==> src/rtl/maxpool_2d.sv <==
// maxpool_2d: 2x2 stride-2 per-channel max pooling over a raster-ordered
// IMG_W x IMG_H frame of 8-lane fp32 pixels. It has no backpressure, so
// every beat marked by input_valid is accepted.
//
// Ports:
//   clk          clock; all state changes on the rising edge
//   rst          asynchronous, active-high reset
//   input_valid  d_in carries one pixel (8 channels) this cycle
//   d_in         8 lanes of fp32; lane i is channel i
//   d_out        8 lanes of fp32 pooled result; holds its last value
//   output_valid single-cycle pulse for each pooled result
//   o_sof        high with the first output of each output frame
//   o_eof        high with the last output of each output frame
//
// Build option: define MAXPOOL_2D_RELU_EN to fuse a ReLU at the output
// register. Any negative result, including -0, then becomes +0.

module maxpool_2d #(
  parameter int IMG_W = 8,
  parameter int IMG_H = 8
) (
  input  logic        clk,
  input  logic        rst,
  input  logic        input_valid,
  input  logic [31:0] d_in [7:0],
  output logic [31:0] d_out [7:0],
  output logic        output_valid,
  output logic        o_sof,
  output logic        o_eof
);

  localparam int CW    = $clog2(IMG_W);
  localparam int RW    = $clog2(IMG_H);
  localparam int SLOTS = IMG_W / 2;
  localparam int SW    = (SLOTS > 1) ? $clog2(SLOTS) : 1;
  localparam logic [CW-1:0] COL_LAST = CW'(IMG_W - 1);
  localparam logic [RW-1:0] ROW_LAST = RW'(IMG_H - 1);

  logic [CW-1:0] col;
  logic [RW-1:0] row;
  logic [SW-1:0] slot;
  logic [31:0]   hold    [7:0];
  logic [31:0]   linebuf [SLOTS-1:0][7:0];
  logic [31:0]   h       [7:0];
  logic [31:0]   res     [7:0];

  // Sign-magnitude ordering: a positive value beats a negative one, so +0
  // beats -0. For two negatives, the smaller magnitude is the larger value.
  // When the bit patterns are equal, the function returns a.
  function automatic logic [31:0] fp_max(input logic [31:0] a, input logic [31:0] b);
    if (a[31] != b[31])
      fp_max = a[31] ? b : a;
    else if (!a[31])
      fp_max = (b[30:0] > a[30:0]) ? b : a;
    else
      fp_max = (b[30:0] < a[30:0]) ? b : a;
  endfunction

  assign slot = SW'(col >> 1);

  always_comb begin
    for (int i = 0; i < 8; i++) begin
      h[i]   = fp_max(hold[i], d_in[i]);
      res[i] = fp_max(linebuf[slot][i], h[i]);
`ifdef MAXPOOL_2D_RELU_EN
      if (res[i][31]) res[i] = '0;
`endif
    end
  end

  // The pixel hold register and the line buffer carry no reset. Each is
  // always written before it is read within a frame.
  always_ff @(posedge clk) begin
    if (input_valid) begin
      if (!col[0]) begin
        for (int i = 0; i < 8; i++) hold[i] <= d_in[i];
      end else if (!row[0]) begin
        for (int i = 0; i < 8; i++) linebuf[slot][i] <= h[i];
      end
    end
  end

  always_ff @(posedge clk or posedge rst) begin
    if (rst) begin
      col          <= '0;
      row          <= '0;
      output_valid <= 1'b0;
      o_sof        <= 1'b0;
      o_eof        <= 1'b0;
      for (int i = 0; i < 8; i++) d_out[i] <= '0;
    end else begin
      output_valid <= 1'b0;
      o_sof        <= 1'b0;
      o_eof        <= 1'b0;
      if (input_valid) begin
        if (col[0] && row[0]) begin
          for (int i = 0; i < 8; i++) d_out[i] <= res[i];
          output_valid <= 1'b1;
          o_sof        <= (row == RW'(1)) && (col == CW'(1));
          o_eof        <= (row == ROW_LAST) && (col == COL_LAST);
        end
        if (col == COL_LAST) begin
          col <= '0;
          row <= (row == ROW_LAST) ? '0 : row + 1'b1;
        end else begin
          col <= col + 1'b1;
        end
      end
    end
  end

endmodule

==> config.mk <==
export PLATFORM = sky130hd
export DESIGN_NAME = maxpool_2d
export DESIGN_NICKNAME = d
export VERILOG_FILES = /design/src/rtl/maxpool_2d.sv
export SDC_FILE = /design/constraint.sdc
export NUM_CORES = 2
export LEC_CHECK = 0
export ABC_AREA = 1
export BUFFER_PORTS_ARGS = -buffer_cell sky130_fd_sc_hd__buf_2
export CORE_MARGIN = 2
export CORE_UTILIZATION = 45
export CTS_BUF_LIST = sky130_fd_sc_hd__clkbuf_16
export DETAILED_ROUTE_END_ITERATION = 12
export GPL_TIMING_DRIVEN = 0
export PLACE_DENSITY_LB_ADDON = 0.12
export SKIP_LAST_GASP = 1
export SYNTH_ARGS = -nofsm -noshare
export SYNTH_HDL_FRONTEND = slang
export SYNTH_SLANG_ARGS = --single-unit
==> constraint.sdc <==
create_clock -name clk -period 21.8 [get_ports clk]
set_input_delay 2.18 -clock clk [delete_from_list [all_inputs] [get_ports clk]]
set_output_delay 2.18 -clock clk [all_outputs]
set_load 0.03 [all_outputs]
---- Word level (Yosys, flattened, before mapping) ----
Memories as Yosys holds them, arrays and structs flattened.
Index checks and enable logic that the tools add are counted.
word-level totals
  register bits after elaboration ......... 265
  input bits .............................. 259
  memories ................................ 2
  memory bits (writable) .................. 1280
  word-level logic and storage cells ...... 169
  output and inout bits ................... 259
memories
  name     depth  bits a word  read ports  clocked after Yosys merged registers in  write ports  line  RTL
  linebuf  4      256          1           0                                        1            43    logic [31:0] linebuf [SLOTS-1:0][7:0];
  hold     8      32           8           0                                        8            42    logic [31:0] hold [7:0];
operators by class
  $lt $le $gt $ge ......................... 32
  eq/ne operators ......................... 20
  multiplexer cells ....................... 95
  reduce and logical (&&, ||, !) cells .... 5
  $add $sub $neg .......................... 2
operators with widths
  operator               count
  $mux W32               80
  $gt A31 B31 Y1         16
  $lt A31 B31 Y1         16
  $ne A1 B1 Y1           16
  $mux W1                13
  $add A3 B1 Y3 const B  2
  $eq A3 B1 Y1 const B   2
  $eq A3 B3 Y1 const B   2
  $mux W3                2
  $reduce_and A2 Y1      2
  $logic_and A1 B1 Y1    3

---- Depth between registers and ports, before layout ----
  depth after elaboration ................. 8
  mapped depth ............................ 35
  gate-level depth less buffers ........... 34

---- Least setup slack after synthesis ----
OpenSTA, ideal clock, no wires.
  path type ............................... input -> register
  from .................................... input input_valid
  to ...................................... memory linebuf[2][0] in the netlist's numbering (enable)
  buffers on the path ..................... 0
  path slack .............................. 1010 ps
  data arrival time ....................... 19602 ps
  stages .................................. 4
  setup time .............................. 1188 ps
  data required time ...................... 20612 ps
  cell sequence ........................... nand2_1 > inv_1 > nand2_1 > nor3_1
on the way
  word-level cells in the longest chain between the ends .. 2
ends and longest elaborated chain
  item                           line  RTL
  start, declared                24    input logic input_valid,
  $mux W1                        74    if (input_valid) begin
  $mux W1 (implied by the code)  78    for (int i = 0; i < 8; i++) linebuf[slot][i] <= h[i];
  end, declared                  43
Every way passes these cells.

==> flow_summary.ini <==
[timing]
timing.final.crit_share_pct = 32.4
tightest_slew_ps = 1450
rsz0062_at_grt = no
drv_slew = 0
max_freq_mhz = 142
maxSlewHeadroom_pct = 3.25
fin_crit_ps = 7060
setup_viol = 0
hold_viol = 0
fin_ws_ps = 14740
fin_tns_setup_ps = 0
fin_skew_ps = 33.4

[cts]
post-cts-setup-buffers = 0
numCtsBuffers = 174
h-tree-depth = 4
cts_tree = yes
path_clk_slew_ps = 60
clk_latency_ps = 850
clock_path_buffers = 3
cts_hold_buf = 0
cts-root-buf = clkbuf_16
ctsResizeCount = 0
clock_sinks = 1545

[synthesis]
synthAdderAreaFrac_pct = 6.81
synth_commonest_cells = nand2_1 (3341), nand3_1 (1682), edfxtp_1 (1280)
synth_edf_count = 1280
syn_area_per_cell_sq_um = 8.41
ys.flop_type = edfxtp_1
muxShareOfSynthArea_pct = 0.0118
ys_seq_area_share_pct = 47.3
synth_top_area_share_pct = 40.4
yosys-top-cells-area = edfxtp_1 (40%), nand2_1 (13%), nand3_1 (8.8%), dfrtp_1 (7.0%), ha_1 (6.8%)
yosysUniqueCellTypes = 50
synth_area_sq_mm = 0.0952
synth_fp_nets = 12091
synth_top_family_by_area = simple AND/OR/NAND/NOR gates
yosys_warnings = 0
yosys.area.top_type = edfxtp_1
synth_most_common_cell = nand2_1
synthSimpleGateAreaFrac_pct = 25.2
synth_async_sr_flop_share_pct = 17.2
ys_ff_latch = 1545
synth_compound_area_share_pct = 13.7
synth_xor_xnor_area_share_pct = 0
syn_inst = 11314

[grt]
grtUsageTotal_pct = 31.3
antenna_found_initial = 16
grt_first_pass_wirelength_um = 518000
grt_max_degree = 101
grt_pass1_vias = 81673
grt.overflow.total = 0

[flow_run]
drv_cap = 0

[cells_and_area]
num-fill-cells = 19460
nets = 12906
drive_gt1_share_pct = 12.2
area_growth_pct = 14.3

[routing]
ant_nets = 0
viasPerCell = 5.78
drc_errors = 0
drtIter0Drc = 10260
wl_per_cell_um = 23.1
firstDrtPassIters = 8
wirelength_um = 348000
dr_total_vias = 87300

[setup_path]
regToRegStartpoint = hold[1][58]
max_stage_delay_ps = 330
critPathRequiredTime_ps = 22530
r2r_end = d_out[169]
end_kind = flip-flop
critical_path_arrival_ps = 7790
reg2regPathDepth = 34
setup.worst_path.class = in -> reg
critPathLaunchType = primary input
crit_slowest_cell = a21oi_2
crit_path_frequent_cell = nand2_1
critPathMaxFanout = 10
r2r_setup_slack_ps = 15770

[floorplanning]
core_area_sq_mm = 0.210
num_rows = 168
start_util_pct = 45.3
io_pins = 518
die_w_um = 464
die_y_um = 464
die_area_sq_mm = 0.215

[power_and_ir_drop]
p_leak_uw = 0.0494
power_density_mw_per_mm2 = 150
total_power_uw = 16300
irDropWorstVdd_mv = 0.111

[placement]
port_buffers = 517
dp_slack_ps = 14100
place_congestion = 0.952
dp_hpwl_um = 263000

[hold_path]
hold_end = o_sof
min_path_cells = 1
hp-class = reg -> reg
min_from = row[2]

[outcome]
outcome = finished, final reports clean
[final cells by class]
cell class              count  area [sq um]  share of cell area [%]
well taps                2805          3510                    3.22
clock buffers             181          4530                    4.16
plain buffers             682          3080                    2.83
diodes                      7          17.5                  0.0161
inverters                 949          3570                    3.28
multi-input cells        8138         43500                    40.0
clock inverters           147          1250                    1.15
repair buffers            639          4290                    3.94
flip-flops and latches   1545         45100                    41.4
[where the power goes]
part	leakage (uW)	total, uW	switching (uW)	internal [uW]
Combinational	0.0316	9340	6530	2810
Clock	0.00295	2990	1310	1680
Sequential	0.0149	4000	234	3760
[cell usage in the layout, fill, tap and decap left out, types with 94 or more instances in the layout]
| master | instances |
|---|---|
| a21oi_1 | 967 |
| a221oi_2 | 245 |
| a22o_1 | 240 |
| buf_1 | 106 |
| buf_2 | 739 |
| buf_6 | 94 |
| clkbuf_1 | 307 |
| clkbuf_16 | 181 |
| dfrtp_1 | 265 |
| edfxtp_1 | 1280 |
| ha_1 | 518 |
| inv_1 | 945 |
| nand2_1 | 3341 |
| nand3_1 | 1682 |
| nor2_1 | 599 |
| o21ai_0 | 320 |
[worst max path at each step]
stage                 from  slack [ps]              to  cells after the start
6_report         d_in[186]       14740      d_out[169]                     34
3_5_place_dp     d_in[186]       14100      d_out[171]                     34
5_1_grt          d_in[186]       14440      d_out[172]                     34
4_1_cts          d_in[186]       14990      d_out[169]                     34
2_1_floorplan  input_valid        1010   linebuf[2][0]                      4
3_3_place_gp   input_valid      -14540  linebuf[2][22]                      5
[metal layers]
layer	share of wire, %	global-route usage (%)	vias to the layer above
met4	3.5	10.7	0
met3	7.4	4.03	551
met5	0	0	-
li1	-	-	40704
met1	43	43.9	42067
met2	46	50.0	3978
[sequential cells by signal, summed over array words and instances, names as in the netlist]
name,count
o_eof,1
col,3
row,3
hold,256
d_out,256
o_sof,1
output_valid,1
linebuf,1024
[metrics by stage]
| step | std cells | instance area, sq um | hold slack (ps) | utilization, % |
|---|---|---|---|---|
| floorplan | 11314 | 95200 | 429 | - |
| global placement | 14636 | 101000 | 450 | 48.2 |
| detailed placement | 14758 | 103000 | 458 | 49.1 |
| CTS | 15086 | 109000 | 466 | 51.8 |
| global route | 15088 | 109000 | 483 | 51.8 |
| finish | 15093 | 109000 | 464 | 51.8 |
[cell families after synthesis]
logic type	after synthesis
AOI/OAI and AO/OA	1875
adders and majority gates	518
buffers and inverters	1631
DFF	1545
muxes	1
and+or+nand+nor	5744
[critical path: cells and delay by family]
kind | cells | cell delay, ps
AND/OR/NAND/NOR | 24 | 3270
buffers and inverters | 7 | 1360
adder cells (fa/ha/maj) | 2 | 620
AO/OA/AOI/OAI | 1 | 330
(Power assumes the default switching activity.)
